[src/rtl/axil_pkg.sv]
// Shared widths, AXI response codes and sequencer state encoding for the AXI4-Lite command path.
package axil_pkg;

    localparam int unsigned AXIL_ADDR_W = 24;
    localparam int unsigned AXIL_DATA_W = 32;

    localparam logic [1:0] RESP_OKAY   = 2'b00;
    localparam logic [1:0] RESP_EXOKAY = 2'b01;
    localparam logic [1:0] RESP_SLVERR = 2'b10;
    localparam logic [1:0] RESP_DECERR = 2'b11;

    typedef enum logic [1:0] {
        IDLE,
        ISSUE,
        WAIT_B,
        WAIT_R
    } seq_state_t;

endpackage

[src/rtl/axil_cmd_fifo.sv]
// Synchronous command FIFO with occupancy count; a push into a full FIFO is refused
// even when a pop happens in the same cycle.
module axil_cmd_fifo #(
    parameter int unsigned WIDTH = 57,
    parameter int unsigned DEPTH = 4
) (
    input  logic                   clk_i,
    input  logic                   rst_i,
    input  logic                   push_i,
    input  logic [WIDTH-1:0]       wdata_i,
    input  logic                   pop_i,
    output logic [WIDTH-1:0]       rdata_o,
    output logic                   full_o,
    output logic                   empty_o,
    output logic [$clog2(DEPTH):0] count_o
);

    localparam int unsigned PTR_W = $clog2(DEPTH);
    localparam int unsigned CNT_W = PTR_W + 1;

    logic [WIDTH-1:0] mem_q [DEPTH];
    logic [PTR_W-1:0] wr_ptr_q;
    logic [PTR_W-1:0] rd_ptr_q;
    logic [CNT_W-1:0] count_q;
    logic             do_push;
    logic             do_pop;

    assign full_o  = (count_q == CNT_W'(DEPTH));
    assign empty_o = (count_q == '0);
    assign count_o = count_q;
    assign rdata_o = mem_q[rd_ptr_q];
    assign do_push = push_i && !full_o;
    assign do_pop  = pop_i && !empty_o;

    // Pointers wrap naturally since DEPTH is a power of two.
    always_ff @(posedge clk_i) begin
        if (rst_i) begin
            wr_ptr_q <= '0;
            rd_ptr_q <= '0;
            count_q  <= '0;
        end else begin
            if (do_push) wr_ptr_q <= wr_ptr_q + PTR_W'(1);
            if (do_pop)  rd_ptr_q <= rd_ptr_q + PTR_W'(1);
            case ({do_push, do_pop})
                2'b10:   count_q <= count_q + CNT_W'(1);
                2'b01:   count_q <= count_q - CNT_W'(1);
                default: count_q <= count_q;
            endcase
        end
    end

    always_ff @(posedge clk_i) begin
        if (do_push) mem_q[wr_ptr_q] <= wdata_i;
    end

endmodule

[src/rtl/axil_cmd_sequencer.sv]
// Queues write/read commands and issues them one at a time to axil_master, returning one
// response beat per command from the monitored B/R handshakes or the watchdog.
module axil_cmd_sequencer
    import axil_pkg::*;
#(
    parameter int unsigned ADDR_W  = AXIL_ADDR_W,
    parameter int unsigned DATA_W  = AXIL_DATA_W,
    parameter int unsigned DEPTH   = 4,
    parameter int unsigned TIMEOUT = 256
) (
    input  logic                   m_axi_aclk,
    input  logic                   m_axi_areset,
    input  logic                   cmd_valid,
    output logic                   cmd_ready,
    input  logic                   cmd_write,
    input  logic [ADDR_W-1:0]      cmd_addr,
    input  logic [DATA_W-1:0]      cmd_wdata,
    output logic [$clog2(DEPTH):0] cmd_count,
    output logic                   write,
    output logic [ADDR_W-1:0]      write_address,
    output logic [DATA_W-1:0]      write_data,
    output logic                   read,
    output logic [ADDR_W-1:0]      read_address,
    input  logic [DATA_W-1:0]      read_data,
    input  logic                   mon_bvalid,
    input  logic                   mon_bready,
    input  logic [1:0]             mon_bresp,
    input  logic                   mon_rvalid,
    input  logic                   mon_rready,
    input  logic [DATA_W-1:0]      mon_rdata,
    input  logic [1:0]             mon_rresp,
    output logic                   rsp_valid,
    output logic                   rsp_write,
    output logic [1:0]             rsp_resp,
    output logic [DATA_W-1:0]      rsp_rdata,
    output logic                   rsp_timeout,
    output logic                   busy
);

    localparam int unsigned CMD_W = 1 + ADDR_W + DATA_W;
    localparam int unsigned WD_W  = $clog2(TIMEOUT);

    seq_state_t        state_q;
    logic [WD_W-1:0]   wdog_q;
    logic              cmd_write_q;
    logic [ADDR_W-1:0] cmd_addr_q;
    logic [DATA_W-1:0] cmd_data_q;
    logic              write_q;
    logic              read_q;
    logic [ADDR_W-1:0] wr_addr_q;
    logic [DATA_W-1:0] wr_data_q;
    logic [ADDR_W-1:0] rd_addr_q;
    logic              rsp_valid_q;
    logic              rsp_write_q;
    logic [1:0]        rsp_resp_q;
    logic [DATA_W-1:0] rsp_rdata_q;
    logic              rsp_timeout_q;

    logic [CMD_W-1:0]  head_c;
    logic              fifo_full_c;
    logic              fifo_empty_c;
    logic              pop_c;
    logic              b_hs_c;
    logic              r_hs_c;
    logic              wdog_expired_c;
    logic              unused_read_data;

    // Read data comes from the R monitor port; the master's read_data output is not needed.
    assign unused_read_data = ^read_data;

    assign pop_c          = (state_q == IDLE) && !fifo_empty_c;
    assign b_hs_c         = mon_bvalid && mon_bready;
    assign r_hs_c         = mon_rvalid && mon_rready;
    assign wdog_expired_c = (wdog_q == WD_W'(TIMEOUT - 1));

    axil_cmd_fifo #(
        .WIDTH (CMD_W),
        .DEPTH (DEPTH)
    ) u_fifo (
        .clk_i   (m_axi_aclk),
        .rst_i   (m_axi_areset),
        .push_i  (cmd_valid),
        .wdata_i ({cmd_write, cmd_addr, cmd_wdata}),
        .pop_i   (pop_c),
        .rdata_o (head_c),
        .full_o  (fifo_full_c),
        .empty_o (fifo_empty_c),
        .count_o (cmd_count)
    );

    // Sequencer FSM, watchdog and response registers; handshake takes priority over timeout.
    always_ff @(posedge m_axi_aclk) begin
        if (m_axi_areset) begin
            state_q       <= IDLE;
            wdog_q        <= '0;
            cmd_write_q   <= 1'b0;
            cmd_addr_q    <= '0;
            cmd_data_q    <= '0;
            write_q       <= 1'b0;
            read_q        <= 1'b0;
            wr_addr_q     <= '0;
            wr_data_q     <= '0;
            rd_addr_q     <= '0;
            rsp_valid_q   <= 1'b0;
            rsp_write_q   <= 1'b0;
            rsp_resp_q    <= '0;
            rsp_rdata_q   <= '0;
            rsp_timeout_q <= 1'b0;
        end else begin
            write_q     <= 1'b0;
            read_q      <= 1'b0;
            rsp_valid_q <= 1'b0;
            unique case (state_q)
                IDLE: begin
                    if (!fifo_empty_c) begin
                        cmd_write_q <= head_c[CMD_W-1];
                        cmd_addr_q  <= head_c[CMD_W-2 -: ADDR_W];
                        cmd_data_q  <= head_c[DATA_W-1:0];
                        state_q     <= ISSUE;
                    end
                end
                ISSUE: begin
                    wdog_q <= '0;
                    if (cmd_write_q) begin
                        write_q   <= 1'b1;
                        wr_addr_q <= cmd_addr_q;
                        wr_data_q <= cmd_data_q;
                        state_q   <= WAIT_B;
                    end else begin
                        read_q    <= 1'b1;
                        rd_addr_q <= cmd_addr_q;
                        state_q   <= WAIT_R;
                    end
                end
                WAIT_B: begin
                    if (b_hs_c || wdog_expired_c) begin
                        rsp_valid_q   <= 1'b1;
                        rsp_write_q   <= 1'b1;
                        rsp_resp_q    <= b_hs_c ? mon_bresp : RESP_SLVERR;
                        rsp_rdata_q   <= '0;
                        rsp_timeout_q <= !b_hs_c;
                        state_q       <= IDLE;
                    end else begin
                        wdog_q <= wdog_q + WD_W'(1);
                    end
                end
                WAIT_R: begin
                    if (r_hs_c || wdog_expired_c) begin
                        rsp_valid_q   <= 1'b1;
                        rsp_write_q   <= 1'b0;
                        rsp_resp_q    <= r_hs_c ? mon_rresp : RESP_SLVERR;
                        rsp_rdata_q   <= r_hs_c ? mon_rdata : '0;
                        rsp_timeout_q <= !r_hs_c;
                        state_q       <= IDLE;
                    end else begin
                        wdog_q <= wdog_q + WD_W'(1);
                    end
                end
            endcase
        end
    end

    assign cmd_ready     = !fifo_full_c;
    assign busy          = (state_q != IDLE) || !fifo_empty_c;
    assign write         = write_q;
    assign write_address = wr_addr_q;
    assign write_data    = wr_data_q;
    assign read          = read_q;
    assign read_address  = rd_addr_q;
    assign rsp_valid     = rsp_valid_q;
    assign rsp_write     = rsp_write_q;
    assign rsp_resp      = rsp_resp_q;
    assign rsp_rdata     = rsp_rdata_q;
    assign rsp_timeout   = rsp_timeout_q;

endmodule

[config.mk]
export PLATFORM = sky130hd
export DESIGN_NAME = axil_cmd_sequencer
export DESIGN_NICKNAME = d
export VERILOG_FILES = /design/src/rtl/axil_pkg.sv /design/src/rtl/axil_cmd_fifo.sv /design/src/rtl/axil_cmd_sequencer.sv
export SDC_FILE = /design/constraint.sdc
export NUM_CORES = 1
export LEC_CHECK = 0
export ABC_AREA = 1
export CORE_UTILIZATION = 30
export CTS_CLUSTER_DIAMETER = 30
export CTS_CLUSTER_SIZE = 8
export DETAILED_ROUTE_END_ITERATION = 10
export PLACE_DENSITY_LB_ADDON = 0.15
export SLEW_MARGIN = 30
export SYNTH_ARGS = -nofsm -noshare
export SYNTH_HDL_FRONTEND = slang
export SYNTH_SLANG_ARGS = --single-unit
export TNS_END_PERCENT = 10
[constraint.sdc]
create_clock -name m_axi_aclk -period 3.5 [get_ports m_axi_aclk]
set_input_delay 0.7 -clock m_axi_aclk [delete_from_list [all_inputs] [get_ports m_axi_aclk]]
set_output_delay 0.7 -clock m_axi_aclk [all_outputs]
set_load 0.1 [all_outputs]
==> results.toml <==
[logic_synthesis]
synth-simple-area-share_pct = 13.8
area_share_of_xor_xnor_cells_in_the_synthesized_design_pct = 0.0567
syn-num-nets = 1599
ys_seq_elements = 421
async_reset_ff_share_pct = 0
yosys-top-cells-area = "edfxtp_1 44%, dfxtp_1 25%, nor2_1 7.3%"
synth_top_cells_by_count = "300 x nor2_1, 228 x edfxtp_1, 201 x o21ai_0"
synthDominantAreaCellType = "edfxtp_1"
yosysSeqAreaShare_pct = 69.3
largest_family_of_logic_cells_by_synthesized_area = "simple AND/OR/NAND/NOR gates"
synth_edf_count = 228
synth-warning-count = 0
synth-compound-area-share_pct = 12.8
synth_adder_area_share_pct = 0.616
netlist_instances = 1460
yosys_most_used_dff = "edfxtp_1"
multiplexer_share_of_the_synthesized_area_pct = 0
synth_most_common_cell = "nor2_1"
post-synth-top-area-fraction_pct = 44.3
synthDistinctLibCells = 30
synthesis.area_per_instance_sq_um = 10.6
netlist_area_sq_mm = 0.0154

[worst_setup_path]
cp.buffers_inverters = 1
setup.worst_path.end_class = "output pin"
worstPathArrival_ns = 2.13
startpoint_types = "register"
cp_top_family = "buffers and inverters"
worst-setup-path-type = "reg2out"
timing.critical_path.slowest_stage_cell = "clkdlybuf4s50_1"
crit_path_cell_trace = "clkdlybuf4s50_1"
cp_data_required_time_ns = 2.80
timing.critical_path.slowest_cell_delay_ns = 1.15
worstPathMaxFanout = 3

[floorplanning]
die_ar_sq_mm = 0.0524
core_area_sq_mm = 0.0505
initial_utilization_pct = 30.6
boundaryPins = 256
die-width_um = 229
die_height_um = 229
rows = 82

[clock_tree]
clkLatencyLatePin_ns = 0.62
path_clk_slew_ns = 0.04
cts_made_buffers = 98
ctsHtreeMaxLevel = 3
clk_root_buffer_cell = "clkbuf_16"
clock_sink_count = 421
clock_tree.buffer_depth = 3
tritoncts = "done"
cts_hold_bufs = 0
post_cts_resized = 0
post_cts_setup_buffers = 0

[power]
finalPower_w = 0.0200
power.leakage_nw = 7.69
power.ir.vdd_worst_uv = 431
power.density_cell_area_mw_per_mm2 = 920

[grt]
first_pass_grt_wire_length_mm = 65.3
number_of_global_route_vias_before_repair = 11400
track_usage_pct = 16.1
antenna_found_initial = 5
grt_max_degree = 118
globalRouteOverflowTotal = 0

[sta]
grt_setup_unrepaired = "false"
period_minus_slack_ns = 2.83
final_min_period_over_clock_period_pct = 80.7
max-slew-margin-rel_pct = 32.2
worst_slew_pin_slew_ns = 1.01
timing.final.ws_setup_ns = 0.675
setup_viol_count_final = 0
whs_ns = 0.457
finalHoldViolations = 0
setup_total_negative_slack_ns = 0
post_route_skew_ns = 0.0173
fmax_mhz = 354
timing_max_transition_violations_final = 0

[route]
post_drt_wl_per_cell_um = 17.0
drt_iter0_markers = 511
drt_drc_violations_left = 0
met3RoutedLength_mm = 2.53
route.final.wire_length_mm = 42.1
vias = 11300
sum_of_routed_wire_segments_on_met1_mm = 18.3
via_per_inst = 4.59
route.met2.wl_mm = 20.2
route.top_layer_used = "met5"
final_antenna_net_count = 0
dr.pass1.iters = 5

[finish]
design_area_sq_mm = 0.0217
areaGrowthSynthToFinish_pct = 40.8
drive_above_1_share_pct = 12.8
finish.net_count = 1845

[placed_design]
placedInstanceArea_sq_mm = 0.0183
post-dp-hpwl_mm = 23.3
port_buffers = 223
placement.setup.worst_slack_ns = 0.981
gp_congestion = 0.792

[run_status]
status = "finished, final reports clean"

[job]
max_capacitance_violation_count = 0

[worst_hold_path]
hp-class = "reg2reg"
## path summary, 6_finish.rpt
path | startpoint | slack, ns | end | cells past startpoint
setup / recovery | u_fifo.count_o[2] | 0.67 | cmd_count[2] | 1
hold reg to reg | write_data[16] | 0.46 | write_data[16] | 2
setup reg to reg | u_fifo.rd_ptr_q[0] | 1.34 | cmd_addr_q[14] | 5
hold / removal | write_data[16] | 0.46 | write_data[16] | 2
## cell type report
cell class                 count  area (sq um)
antenna                        4          10.0
clock buffer                 118          2630
clock inverter                68           795
fill                        4784         28700
inverter                      25           100
multi-input combinational    916          4250
sequential                   421         10700
tap                          672           841
timing repair buffer         244          2390
## sequential cells by signal, indices dropped and copies added, names as in the netlist, 2 cells and up
register,flops
u_fifo.wr_ptr_q,2
read_address,24
state_q,2
rsp_rdata,32
rsp_resp,2
write_data,32
wdog_q,8
cmd_addr_q,24
cmd_data_q,32
u_fifo.rd_ptr_q,2
write_address,24
u_fifo.count_o,3
u_fifo.mem_q,228
## layer usage
layer	vias to the layer above	GRT usage, %
met5	-	0
met4	4	6.90
met3	70	4.53
met2	288	26.8
met1	5348	19.4
li1	5630	-
## metrics by stage
stage                     cells  utilization, %
after global placement     2278            36.3
final                      2468            43.1
after floorplan            1460               -
after detailed placement   2278            36.3
after CTS                  2464            43.1
after global routing       2465            43.1
## where the power goes
part | total [W] | switching [W] | internal, W | leakage (nW)
registers | 0.00644 | 0.000506 | 0.00594 | 3.67
clock network | 0.00922 | 0.00279 | 0.00643 | 1.64
logic | 0.00434 | 0.00324 | 0.00111 | 2.38
## worst min-delay path, stage by stage, from the launching register on
cell     delay [ns]
dfxtp_1        0.30
nand2_1        0.06
a21oi_1        0.05
## kinds of logic (layout without fill, tap and decap cells)
logic type               Yosys count  in the layout
AND/OR/NAND/NOR                  531            531
flip-flops                       421            421
AO/OA/AOI/OAI                    377            377
buffers and inverters            123            455
adder cells (fa/ha/maj)            7              7
XOR/XNOR                           1              1
other                              0              4
## placed cells by master (no fill, tap or decap), types with 10 or more instances in the layout
cell / instances
nor2_1: 296
clkdlybuf4s50_1: 204
o21ai_1: 10
edfxtp_1: 228
dfxtp_1: 188
inv_1: 17
bufinv_16: 15
o21ai_0: 201
clkbuf_16: 101
clkinv_2: 20
buf_4: 36
clkinv_1: 10
nand2_1: 149
nand3_1: 63
clkbuf_1: 13
a31oi_1: 57
clkinvlp_4: 14
a21oi_1: 105
No activity file was read; power rests on OpenSTA's default activity.
